--- src/rtl/stencil_pkg.sv ---
// stencil_pkg
//   Shared definitions for the stencil coprocessor read-side sequencer.
//   - SIZE_W      : width of the grid edge length and row/column counters
//   - WORD_BYTES  : bytes per grid word (row stride = SIZE * WORD_BYTES)
//   - state_t     : sequencer FSM states
//   - tag_t       : word plus its grid position and end-of-row/frame flags
package stencil_pkg;

    localparam int SIZE_W     = 16;
    localparam int WORD_BYTES = 4;

    typedef enum logic [1:0] {
        IDLE,
        ISSUE,
        WAIT,
        FLUSH
    } state_t;

    typedef struct packed {
        logic [31:0]       data;
        logic [SIZE_W-1:0] row;
        logic [SIZE_W-1:0] col;
        logic              eol;
        logic              eof;
    } tag_t;

endpackage

--- src/rtl/stencil_skid.sv ---
// stencil_skid
//   Two-entry valid/ready register slice. Output is always taken from a
//   register, and in_ready is itself a register derived from the occupancy
//   the slice will have after the current cycle, so neither side sees a
//   combinational path through the slice. Two entries are enough to absorb
//   the one word that can land while in_ready is still high after the
//   downstream stalls, so no word is dropped and 1 word/cycle is sustained.
// Ports:
//   clk, rst              clock, asynchronous active-high reset
//   in_data/in_valid      upstream payload and valid
//   in_ready              upstream ready (registered)
//   out_data/out_valid    downstream payload and valid (registered)
//   out_ready             downstream ready
module stencil_skid #(
    parameter int W = 32
) (
    input  logic         clk,
    input  logic         rst,
    input  logic [W-1:0] in_data,
    input  logic         in_valid,
    output logic         in_ready,
    output logic [W-1:0] out_data,
    output logic         out_valid,
    input  logic         out_ready
);

    logic [W-1:0] ent0;   // head, drives the output
    logic [W-1:0] ent1;   // overflow entry, only used while head is stalled
    logic [1:0]   cnt;
    logic [1:0]   cnt_nxt;
    logic         push;
    logic         pop;

    assign out_valid = (cnt != 2'd0);
    assign out_data  = ent0;
    assign push      = in_valid && in_ready;
    assign pop       = out_valid && out_ready;

    always_comb begin
        cnt_nxt = cnt;
        case ({push, pop})
            2'b10:   cnt_nxt = cnt + 2'd1;
            2'b01:   cnt_nxt = cnt - 2'd1;
            default: cnt_nxt = cnt;
        endcase
    end

    always_ff @(posedge clk or posedge rst) begin
        if (rst) begin
            ent0     <= '0;
            ent1     <= '0;
            cnt      <= 2'd0;
            in_ready <= 1'b1;
        end else begin
            cnt      <= cnt_nxt;
            in_ready <= (cnt_nxt != 2'd2);
            // in_ready is low whenever cnt==2, so a pop from a full slice
            // never coincides with a push.
            if (pop && cnt == 2'd2)
                ent0 <= ent1;
            else if (push && (cnt == 2'd0 || (cnt == 2'd1 && pop)))
                ent0 <= in_data;
            if (push && cnt == 2'd1 && !pop)
                ent1 <= in_data;
        end
    end

endmodule

--- src/rtl/stencil_row_reader.sv ---
// stencil_row_reader
//   Read-side sequencer of the stencil coprocessor. On GO it splits a
//   SIZE x SIZE grid of 32-bit words starting at SRC into one FIFO read
//   request per row, then forwards the FIFO read stream through a 2-entry
//   skid stage, tagging every word with its row/column and EOL/EOF flags.
//   DONE rises the cycle after the EOF word is taken by the datapath and
//   stays high until the next accepted GO.
// Build option:
//   STENCIL_ROW_PREFETCH_EN  when defined, the next row may be requested
//                            while up to one earlier row is still streaming
//                            in (at most 2 rows outstanding). When undefined,
//                            a row is requested only after every word of the
//                            previous rows has entered the skid stage.
// Ports:
//   CLK, RST                      clock, asynchronous active-high reset
//   GO, SIZE, SRC                 start pulse, edge length, byte address
//   DONE                          frame fully delivered (level)
//   READ_ADDR/COUNT/REQ, READ_BUSY   row request to the FIFO read engine
//   READ_DATA/VALID/READY         FIFO read stream
//   OUT_DATA/ROW/COL/EOL/EOF      tagged word to the datapath
//   OUT_VALID, OUT_READY          datapath handshake
module stencil_row_reader
    import stencil_pkg::*;
(
    input  logic              CLK,
    input  logic              RST,
    input  logic              GO,
    input  logic [SIZE_W-1:0] SIZE,
    input  logic [31:0]       SRC,
    output logic              DONE,
    output logic [31:0]       READ_ADDR,
    output logic [15:0]       READ_COUNT,
    output logic              READ_REQ,
    input  logic              READ_BUSY,
    input  logic [31:0]       READ_DATA,
    input  logic              READ_VALID,
    output logic              READ_READY,
    output logic [31:0]       OUT_DATA,
    output logic [SIZE_W-1:0] OUT_ROW,
    output logic [SIZE_W-1:0] OUT_COL,
    output logic              OUT_EOL,
    output logic              OUT_EOF,
    output logic              OUT_VALID,
    input  logic              OUT_READY
);

    state_t            state;
    state_t            state_nxt;
    logic [SIZE_W-1:0] size_q;
    logic [31:0]       row_addr;
    logic [SIZE_W-1:0] req_row;   // rows requested so far
    logic [SIZE_W-1:0] in_row;    // rows fully accepted into the skid
    logic [SIZE_W-1:0] in_col;
    logic              done_q;
    logic              read_req;
    logic              permit;
    logic [31:0]       stride;

    logic              skid_in_valid;
    logic              skid_in_ready;
    tag_t              in_tag;
    tag_t              out_tag;
    logic              in_fire;
    logic              in_eol;
    logic              in_eof;
    logic              eof_fire;

    // Stride is computed in 32 bits; overflow bits are simply dropped.
    assign stride = 32'(size_q) * 32'(WORD_BYTES);

    assign skid_in_valid = READ_VALID && (state != IDLE);
    assign READ_READY    = skid_in_ready && (state != IDLE);
    assign in_fire       = READ_VALID && READ_READY;
    assign in_eol        = (in_col == size_q - SIZE_W'(1));
    assign in_eof        = in_eol && (in_row == size_q - SIZE_W'(1));
    assign eof_fire      = OUT_VALID && OUT_READY && OUT_EOF;

`ifdef STENCIL_ROW_PREFETCH_EN
    // Delivered rows are counted at the input-side EOL handshake (in_row).
    assign permit = ((req_row - in_row) < SIZE_W'(2));
`else
    assign permit = (in_row == req_row);
`endif

    assign in_tag = '{data: READ_DATA, row: in_row, col: in_col,
                      eol: in_eol, eof: in_eof};

    stencil_skid #(.W($bits(tag_t))) u_skid (
        .clk       (CLK),
        .rst       (RST),
        .in_data   (in_tag),
        .in_valid  (skid_in_valid),
        .in_ready  (skid_in_ready),
        .out_data  (out_tag),
        .out_valid (OUT_VALID),
        .out_ready (OUT_READY)
    );

    assign OUT_DATA   = out_tag.data;
    assign OUT_ROW    = out_tag.row;
    assign OUT_COL    = out_tag.col;
    assign OUT_EOL    = out_tag.eol;
    assign OUT_EOF    = out_tag.eof;
    assign READ_ADDR  = row_addr;
    assign READ_COUNT = 16'(size_q);
    assign READ_REQ   = read_req;
    assign DONE       = done_q;

    always_comb begin
        state_nxt = state;
        read_req  = 1'b0;
        case (state)
            IDLE:  if (GO && SIZE != '0) state_nxt = ISSUE;
            ISSUE: if (!READ_BUSY) begin
                       read_req  = 1'b1;
                       state_nxt = WAIT;
                   end
            WAIT:  if (req_row == size_q) state_nxt = FLUSH;
                   else if (permit)       state_nxt = ISSUE;
            FLUSH: state_nxt = FLUSH;
            default: state_nxt = IDLE;
        endcase
        // The EOF word ends the frame whichever state the sequencer is in.
        if (state != IDLE && eof_fire)
            state_nxt = IDLE;
    end

    always_ff @(posedge CLK or posedge RST) begin
        if (RST) begin
            state    <= IDLE;
            size_q   <= '0;
            row_addr <= '0;
            req_row  <= '0;
            in_row   <= '0;
            in_col   <= '0;
            done_q   <= 1'b0;
        end else begin
            state <= state_nxt;
            if (state == IDLE && GO) begin
                size_q   <= SIZE;
                row_addr <= SRC;
                req_row  <= '0;
                in_row   <= '0;
                in_col   <= '0;
                // An empty grid completes immediately without any request.
                done_q   <= (SIZE == '0);
            end else begin
                if (read_req) begin
                    row_addr <= row_addr + stride;
                    req_row  <= req_row + SIZE_W'(1);
                end
                if (in_fire) begin
                    if (in_eol) begin
                        in_col <= '0;
                        in_row <= in_row + SIZE_W'(1);
                    end else begin
                        in_col <= in_col + SIZE_W'(1);
                    end
                end
                if (state != IDLE && eof_fire)
                    done_q <= 1'b1;
            end
        end
    end

endmodule

--- config.mk ---
export PLATFORM = sky130hd
export DESIGN_NAME = stencil_row_reader
export DESIGN_NICKNAME = d
export VERILOG_FILES = /design/src/rtl/stencil_pkg.sv /design/src/rtl/stencil_skid.sv /design/src/rtl/stencil_row_reader.sv
export SDC_FILE = /design/constraint.sdc
export NUM_CORES = 1
export LEC_CHECK = 0
export BUFFER_PORTS_ARGS = -buffer_cell sky130_fd_sc_hd__buf_2
export CORE_ASPECT_RATIO = 0.75
export CORE_UTILIZATION = 55
export CTS_BUF_LIST = sky130_fd_sc_hd__clkbuf_8
export DETAILED_ROUTE_END_ITERATION = 8
export PLACE_DENSITY = 0.78
export SLEW_MARGIN = 5
export SYNTH_ARGS = -nofsm -noshare
export SYNTH_HDL_FRONTEND = slang
export SYNTH_HIERARCHICAL = 1
export SYNTH_SLANG_ARGS = --single-unit
--- constraint.sdc ---
create_clock -name CLK -period 4.1 [get_ports CLK]
set_input_delay 0.205 -clock CLK [delete_from_list [all_inputs] [get_ports CLK]]
set_output_delay 0.205 -clock CLK [all_outputs]
set_load 0.02 [all_outputs]
; ---- Yosys cells after proc, flatten, opt, wreduce, memory -nomap -nowiden
; Cells that the tools add are included.
[classes]
add_sub_neg = 7
n_eq_ne = 15
n_mux = 23
reduce_logical = 30
[op_table]
columns = cell, n
row1 = 66-bit two-way mux, 2
row2 = 16-bit two-way mux, 8
row3 = 16-bit == test, 4
row4 = 32-bit two-way mux, 2
row5 = 16-bit by 1-bit adder with 16-bit output (second input constant), 3
row6 = 32-bit by 18-bit adder with 32-bit output, 1
row7 = 16-bit zero test, 1
row8 = 16-bit nonzero test, 1
row9 = 16-bit by 1-bit subtractor with 16-bit output (second input constant), 1
row10 = 1-bit logical AND, 15
row11 = 2-bit nonzero test, 7
row12 = 2-bit two-way mux, 5
row13 = 2-bit == test (second input constant), 4
row14 = 2-bit case mux with 4 select lines, 1
row15 = 2-bit by 1-bit == test with 1-bit output (second input constant), 3
row16 = 3-bit inequality test (second input constant), 2
row17 = 2-bit zero test, 2
row18 = 1-bit two-way mux, 4
row19 = 4-bit inequality test (second input constant), 1
row20 = 2-bit case mux with 2 select lines, 1
row21 = 3-bit AND reduction, 1
row22 = 2-bit by 1-bit adder with 2-bit output (second input constant), 1
row23 = 2-bit inequality test (second input constant), 1
row24 = 2-bit AND reduction, 1
row25 = 3 further kinds, 3
[totals]
ff_bits = 234
elab_cells = 86

; ---- Depth between registers and ports, before layout
; Gate-level depths: netlist (run 1).
[logic_depth]
depth_word = 7
depth_mapped = 13
ltp_nobuf = 12

; ---- Modules after synthesis
; The synthesis (run 1) kept the hierarchy.
[by_module_without_submodules]
columns = mod, n_inst, cells_each, area_each_um2, seq_area_each_um2
row1 = stencil_row_reader, 1, 814, 6925.4, 2477.4
row2 = stencil_skid, 1, 451, 5884.4, 3379.5

; ---- Least setup slack after synthesis (run 1)
; No wires, ideal clock.
[synth_path]
path_kind = register to register
startpoint = register size_q[0] (netlist: READ_COUNT[0])
endpoint = register u_skid.ent0[0] (netlist: u_skid/out_data[0])
arrival_time_ns = 2.986
required_ns = 4.023
setup_slack_ns = 1.037
stages_incl_launch_ff = 13
path_buffers = 1
synth_period_minus_slack_ns = 3.063
cell_sequence = dfrtp_1 -> buf_6 -> inv_1 -> ha_1 -> nor4b_4 -> nand4_2 -> a21boi_1 -> or2_2 -> a2111o_1 -> nor4_1 -> and3_1 -> mux2i_1 -> a21oi_1
[synth_between]
elab_chain_cells = 5
[synth_rtl]
columns = item, line
row1 = start: declaration, stencil_row_reader.sv:49  ; logic [SIZE_W-1:0] size_q;
row2 = start signal: assignment, stencil_row_reader.sv:131  ; size_q <= '0;
row3 = start signal: assignment, stencil_row_reader.sv:140  ; size_q <= SIZE;
row4 = 16-bit by 1-bit subtractor with 16-bit output, stencil_row_reader.sv:74  ; assign in_eol = (in_col == size_q - SIZE_W'(1));
row5 = 16-bit == test, stencil_row_reader.sv:74
row6 = net in_eol, stencil_row_reader.sv:64  ; logic in_eol;
row7 = 1-bit logical AND, stencil_row_reader.sv:75  ; assign in_eof = in_eol && (in_row == size_q - SIZE_W'(1));
row8 = net in_eof, stencil_row_reader.sv:65  ; logic in_eof;
row9 = 66-bit two-way mux, stencil_skid.sv:61  ; else if (push && (cnt == 2'd0 || (cnt == 2'd1 && pop)))
row10 = 66-bit two-way mux, stencil_skid.sv:59  ; if (pop && cnt == 2'd2)
row11 = end signal: assignment, stencil_skid.sv:60  ; ent0 <= ent1;
row12 = end signal: assignment, stencil_skid.sv:62  ; ent0 <= in_data;
row13 = end: declaration, stencil_skid.sv:27  ; logic [W-1:0] ent0;
; The timed path passes the listed nets, and every way through them passes these cells. The select of a mux whose other input is x is not followed.
; A chain may end at the register's enable or synchronous reset.

; ---- Final worst setup path (run 1)
; Same ends and word-level chain as after synthesis.

==> metrics.md, run 1 <==
| Metric | Value |
|---|---|
| Total track usage | between 20% and 30% |
| Port Buffers | just over 200 |
| Vias in the first global route | 10444 |
| Synth Cell Area | between 10000 and 15000 um2 |
| Most used routing layer | met2 |
| Relative slew slack | 22.8% |
| Total wire length | roughly 33000 um |
| Final min period | roughly 3.6 ns |
| Die area | 23900 um2 |
| Row cnt | 47 |
| Via-to-Cell Ratio | roughly 5.8 |
| Area fraction in compound gates after synthesis | 10.2% |
| Num CTS Buffers | 39 |
| Synth Area in Simple Gates | 16.6% |
| Placer Congestion | 0.919 |
| CP Launch Type | flop |
| Setup WS pre-CTS | ~0.54 ns |
| Largest family of logic cells by synthesized area | simple AND/OR/NAND/NOR gates |
| CP Capture Type | flop |
| Reg2reg end | u_skid/out_data[0]$_DFFE_PP0P_ |
| Detailed Routing Iterations Pass 1 | 8 |
| H-tree depth reported by CTS | 2 |
| Synth Area in Adders | 2.40% |
| Syn nets | 1375 |
| Number of synthesized flops with an enable pin | 0 |
| Critical path's top delay family | simple AND/OR/NAND/NOR gates |
| Slew @ Worst Pin | around 1.2 ns |
| Cell area after layout | 15500 um2 |
| Via Count | 10709 |
| M1 GR Usage | around two fifths |
| Max-cap viol count | 0 |
| Synth top area cells | dfrtp_1 (46%), mux2i_1 (6.5%), xnor2_1 (5.0%), mux2_4 (4.7%), a21oi_1 (4.5%) |
| DIE WIDTH | 178 um |
| Synth warn | 6 |
| Synth Register Bits | between 200 and 250 |
| Required @ worst endpoint | 4.57 ns |
| Post-synth top area cell | dfrtp_1 |
| Arrival time worst endpoint | 4.04 ns |
| Number of diodes | 0 |
| Largest net degree at the start of global routing | 76 |
| Ys async rst share | 100% |
| Hold Fails Final Rpt | 0 |
| Initial Utilization | a little under three fifths |
| HPWL after DPL | 22100 um |
| Clk_skew | ~0.017 ns |
| Sequential area share after synthesis | 45.7% |
| CP max-delay cell | dfrtp_1 |
| Nets | 1645 |
| Worst Setup Path Type | reg -> reg |
| Hold endpoint | u_skid/cnt[1]$_DFF_PP0_ |
| Final Max Tran Viols | 0 |
| Worst-path fanout max | 9 |
| Layout area overhead | 21.2% |
| Static Leak | 7.46 nW |
| Clock latency on the worst-skew pair | between 0.5 and 0.6 ns |
| DP Area | 13900 um2 |
| Status | complete, no violations |
| Setup TNS | 0 ns |
| Initial antenna violation count | 0 |
| Fmax | 0.280 GHz |
| Worst IR Drop VDD | 0.482 mV |
| Part of the cycle the worst path needs | 87.3% |
| Share of the synthesized area in the top cell type | a little under half |
| Drc violations | 0 |
| DIE HEIGHT | approximately 130 um |
| Most common cell after layout, fill and taps aside | dfrtp_1 |
| Met3 GRT Util | 5.78% |
| Root Driver | clkbuf_8 |
| Endpoints failing setup | 0 |
| Longest Clk Path Bufs | 3 |
| Most used DFF post-synth | dfrtp_1 |
| Resize count post-CTS | 0 |
| Clock Pin Slew Worst Setup and Hold Paths | 0.06 ns |
| Ratio of cells with drive above 1 in the final layout | 23.6% |
| CP cell instances | inv_1 -> ha_1 -> or3b_2 -> mux2i_1 -> nor4_1 -> o2111ai_1 -> nor3_2 -> nand2_1 -> nor4_1 -> and3_1 -> mux2i_1 -> a21oi_1 |
| Routed wire per std cell | around 18 um |
| Reg2Reg Setup Slack | 0.52 ns |
| Global-route wire length before repair | approximately 54000 um |
| RSZ-0062 raised after global routing | no |
| Setup ws final | 0.522 ns |
| Hold Path Depth | 5 |
| HP Class | in -> reg |
| Synthesized area per cell | 10.1 um2 |
| Min-Delay Startpoint | OUT_READY |
| Critical Path Max Stage Delay | 0.52 ns |
| Buffers and inverters on the worst path | 1 |
| CTS tree | done |
| FF-to-FF Start | READ_COUNT[0]$_DFFE_PP0P_ |
| Clk sink count | 234 |
| Distinct cell type count after synthesis | 76 |
| Register-to-Register Path Depth | 12 |
| Most frequent cells in the layout | dfrtp_1 (233), buf_2 (203), nand2_1 (135), nor2_1 (132), a21oi_1 (116) |
| Number of DRC markers in iteration 0 | 838 |
| I/O pin cnt | 204 |
| Syn Inst Count | 1265 |
| PD cells | 740 nW/um2 |
| Detail Route Antenna Nets | 0 |
| Global Route met2 Usage | about 43% |
| Post-synthesis mux area share | roughly 14% |
| Synth Area in XOR/XNOR | about 7.6% |
| Gr ovfl total | 0 |
| Core area | approximately 22000 um2 |
[cell type report]
class	count	area [um2]
Sequential cell	234	5860
Multi-Input combinational cell	934	6460
Clock inverter	24	116
Fill cell	1715	6940
Clock buffer	47	647
Tap cell	294	368
Timing Repair Buffer	303	1980
Inverter	23	91.3
[power by group]
group          leakage [nW]  switching [W]  internal [W]
combinational          4.07        0.00332       0.00227
clock                 0.455       0.000961       0.00105
sequential             2.93       0.000789       0.00311
[per-layer routing]
layer / up-vias / routed length [um]
met1: 5220 / 14700
met3: 66 / 2620
met2: 435 / 15200
li1: 4988 / -
met5: - / 0
met4: 0 / 769
[logic make-up after synthesis]
| kind of cell | after synthesis |
|---|---|
| buffers and inverters | 97 |
| adder cells (fa/ha/maj) | 24 |
| AO/OA/AOI/OAI | 219 |
| XOR/XNOR | 109 |
| AND/OR/NAND/NOR | 431 |
| multiplexers | 151 |
| flip-flops | 234 |
[through the flow]
stage	power, W	hold slack [ns]	util, %	instances
2_1_floorplan	0.00785	0.310	-	1265
3_3_place_gp	0.00919	0.393	62.1	1706
3_5_place_dp	0.00935	0.406	62.1	1706
4_1_cts	0.0115	0.105	69.1	1859
5_1_grt	0.0122	0.142	69.1	1859
6_report	0.0115	0.142	69.1	1859
[worst max-delay path by stage]
stage                                   start                        endpoint  slack (ns)  cells past startpoint
floorplan                                 RST         u_skid/cnt[0]$_DFF_PP0_        0.29                      1
global placement    READ_COUNT[0]$_DFFE_PP0P_          in_row[11]$_DFFE_PP0P_        0.72                     11
detailed placement  READ_COUNT[0]$_DFFE_PP0P_  u_skid/out_data[0]$_DFFE_PP0P_        0.54                     11
CTS                 READ_COUNT[0]$_DFFE_PP0P_  u_skid/out_data[0]$_DFFE_PP0P_        0.55                     11
global route        READ_COUNT[0]$_DFFE_PP0P_  u_skid/out_data[0]$_DFFE_PP0P_        0.07                     12
finish              READ_COUNT[0]$_DFFE_PP0P_  u_skid/out_data[0]$_DFFE_PP0P_        0.52                     12
[synthesized netlist by cell type, drive strengths merged (2+ instances only)]
| master | instances |
|---|---|
| dfrtp | 233 |
| nand2 | 136 |
| nor2 | 133 |
| a21oi | 116 |
| mux2i | 83 |
| xnor2 | 73 |
| mux2 | 68 |
| buf | 45 |
| xor2 | 35 |
| nand3 | 32 |
| o21ai | 32 |
| clkbuf | 29 |
| nand4 | 26 |
| ha | 23 |
| inv | 22 |
| nor3 | 17 |
| and3 | 16 |
| nor4 | 15 |
| o211ai | 12 |
| or3 | 9 |
| or4 | 9 |
| a22oi | 7 |
| nand2b | 7 |
| o31ai | 7 |
| a31oi | 6 |
| and2 | 6 |
| nor2b | 6 |
| a21o | 5 |
| a211oi | 4 |
| o21a | 4 |
| a31o | 3 |
| nor4b | 3 |
| o221ai | 3 |
| or2 | 3 |
| or3b | 3 |
| a2111oi | 2 |
| a21boi | 2 |
| a22o | 2 |
| a311o | 2 |
| and4 | 2 |
| nand3b | 2 |
| nor4bb | 2 |
| o21bai | 2 |
| o22ai | 2 |
[tightest hold or removal path: stages]
cell	delay (ns)
buf_2	0.12
nor2b_4	0.13
nand2_1	0.05
o211ai_1	0.08
o31ai_1	0.07
[state kept, by name, summed over array words and instances (netlist names), 2 cells and up]
name	flops
READ_ADDR	32
READ_COUNT	16
u_skid/out_data	66
in_col	16
u_skid/ent1	66
req_row	16
in_row	16
u_skid/cnt	2
state	2
[repair_timing]
action / CTS / global route
hold buffers: 82 / 0
buffers inserted: 0 / 0
hold endpoints to repair: 249 / 0
No activity file was read; power rests on OpenSTA's default activity.
==> inputs of run 2 (changes only) <==
CORE_UTILIZATION = 53   (was 55)
clock period = 3.2 ns   (was 4.1 ns; I/O delays follow)
==> run 2 against run 1 <==
Core utilization down 0.76 points; critical path depth down 1; via count up 1.4%; clock power up 42%; sequential share of layout area down 1.0 points; die area up 3.7%; critical endpoint is now in_row[15]$_DFFE_PP0P_; largest cell class unchanged.
==> metrics.md, run 2 (synthesis gave the netlist of run 1 again) <==
| Metric | Value |
|---|---|
| Status | complete, no violations |
| Critical Path Max Stage Delay | 0.51 ns |
| Via-to-Cell Ratio | approximately 5.7 |
| Slew @ Worst Pin | about 0.8 ns |
| HPWL after DPL | 22400 um |
| DIE HEIGHT | between 100 and 150 um |
| FF-to-FF Start | READ_COUNT[0]$_DFFE_PP0P_ |
| Nets | 1669 |
| Worst IR Drop VDD | approximately 0.53 mV |
| Hold Path Depth | 5 |
| Root Driver | clkbuf_8 |
| Reg2reg end | in_row[15]$_DFFE_PP0P_ |
| Worst Setup Path Type | reg -> reg |
| Initial Utilization | roughly 55% |
| H-tree depth reported by CTS | 2 |
| Clk sink count | 234 |
| Most Frequent Cell on Critical Path | nor4b_4 |
| Clock latency on the worst-skew pair | approximately 0.56 ns |
| Register-to-Register Path Depth | 11 |
| Clock Pin Slew Worst Setup and Hold Paths | 0.06 ns |
| Vias in the first global route | ~11000 |
| Reg2Reg Setup Slack | 0.02 ns |
| Final Max Tran Viols | 0 |
| Clk_skew | 0.0223 ns |
| Worst-path fanout max | 13 |
| Hold endpoint | state[0]$_DFFE_PP0P_ |
| Ratio of cells with drive above 1 in the final layout | 26.4% |
| Via Count | 10858 |
| DP Area | between 10000 and 15000 um2 |
| Number of diodes | 0 |
| Initial antenna violation count | 0 |
| Placer Congestion | approximately 0.93 |
| CP Capture Type | flop |
| Longest Clk Path Bufs | 3 |
| Core area | 23400 um2 |
| Layout area overhead | 24.7% |
| Final min period | between 3 and 4 ns |
| Arrival time worst endpoint | approximately 3.7 ns |
| Hold WS | 0.0608 ns |
| Routed wire per std cell | 18.1 um |
| RSZ-0062 raised after global routing | yes |
| Port Buffers | 203 |
| Min-Delay Startpoint | GO |
| Num CTS Buffers | 39 |
| Row cnt | 48 |
| Part of the cycle the worst path needs | 99.3% |
| Static Leak | roughly 7.6 nW |
| Largest net degree at the start of global routing | 100 |
| Hold Fails Final Rpt | 0 |
| I/O pin cnt | between 200 and 250 |
| PD cells | 962 nW/um2 |
| Endpoints failing setup | 0 |
| Drc violations | 0 |
| Required @ worst endpoint | 3.69 ns |
| CTS tree | done |
| Max-cap viol count | 0 |
| DIE WIDTH | 182 um |
| Design Power | 0.0154 W |
| Detailed Routing Iterations Pass 1 | 5 |
| Total track usage | roughly 28% |
| Most frequent cells in the layout | dfrtp_1 (233), buf_2 (203), nand2_1 (135), nor2_1 (132), a21oi_1 (115) |
| Most common cell after layout, fill and taps aside | dfrtp_1 |
| Relative slew slack | 45.9% |
| CP Launch Type | flop |
| Cell area after layout | 16000 um2 |
| Die area | 24800 um2 |
| CP max-delay cell | or4_4 |
| Global-route wire length before repair | 54800 um |
| Number of DRC markers in iteration 0 | between 700 and 800 |
| Detail Route Antenna Nets | 0 |
| Core Util, Final | 68.4% |
| Total wire length | ~34000 um |
| Gr ovfl total | 0 |
| HP Class | in -> reg |
| Fmax | 0.315 GHz |
| CP cell instances | inv_2 -> ha_4 -> nor4b_4 -> nand4_2 -> a21boi_2 -> a211o_1 -> nor4b_4 -> nand4_4 -> buf_12 -> or4_4 -> a21oi_2 |
run 2: cell types whose count changed in the layout (fill, tap and decap cells not counted), moves of 2 or more:
cell	previous run	this run
buf_4	17	35
inv_1	39	28
clkbuf_8	47	57
buf_12	1	6
clkinv_2	1	3
nor3_1	13	11
nor3_2	3	5
o31ai_1	7	5
o31ai_2	0	2
xor2_1	35	33
xor2_2	0	2
run 2: how the worst max path moves through the flow:
stage | from | endpoint | slack [ns] | depth (start not counted)
after CTS | READ_COUNT[0]$_DFFE_PP0P_ | u_skid/out_data[0]$_DFFE_PP0P_ | 0.05 | 13
after global routing | READ_COUNT[5]$_DFFE_PP0P_ | in_row[15]$_DFFE_PP0P_ | -0.14 | 9
after floorplan | READ_COUNT[0]$_DFFE_PP0P_ | u_skid/out_data[0]$_DFFE_PP0P_ | 0.14 | 12
after global placement | READ_COUNT[0]$_DFFE_PP0P_ | in_row[15]$_DFFE_PP0P_ | 0.1 | 11
after detailed placement | READ_COUNT[0]$_DFFE_PP0P_ | in_row[15]$_DFFE_PP0P_ | -0.05 | 11
final | READ_COUNT[0]$_DFFE_PP0P_ | in_row[15]$_DFFE_PP0P_ | 0.02 | 11
run 2: power by group:
group | total, W | switching, W | internal, W
clock network | 0.00286 | 0.00128 | 0.00158
logic | 0.00764 | 0.00455 | 0.00309
registers | 0.00486 | 0.000875 | 0.00399
run 2: what timing repair did:
| action | CTS | global route |
|---|---|---|
| setup buffers | 2 | 3 |
| hold buffers | 82 | 0 |
| pin swaps | 0 | 7 |
| gates resized for setup | 0 | 16 |
| endpoints found under the setup margin | 3 | 24 |
| gates cloned | 0 | 1 |
| endpoints found under the hold margin | 247 | 0 |
run 2: final cells by class:
class | instances | area, um2
clock buffer | 57 | 785
multi-input combinational | 934 | 6550
inverter | 23 | 92.6
tap | 300 | 375
fill | 1763 | 7390
sequential | 234 | 5860
clock inverter | 15 | 72.6
timing repair buffer | 327 | 2240
run 2: critical path: cells and delay by family (launching register included):
family,cells,cell delay [ns]
AND/OR/NAND/NOR,5,1.64
AO/OA/AOI/OAI,3,0.62
flip-flops,1,0.43
buffers and inverters,2,0.28
adder cells (fa/ha/maj),1,0.15
run 2: metrics by stage:
stage               cells  setup slack [ns]  setup TNS [ns]
floorplan            1265             0.137               0
global placement     1730            0.0995               0
detailed placement   1730           -0.0530         -0.0530
CTS                  1886            0.0453               0
global route         1890            -0.139          -0.685
finish               1890            0.0225               0
run 2: routing by layer:
layer  track usage, %  wire length (um)  vias up
met5                0                 0        -
met4             10.5              1040        0
met3             6.79              2660      104
met2             43.3             15700      477
met1             37.0             14800     5233
li1                 -                 -     5044
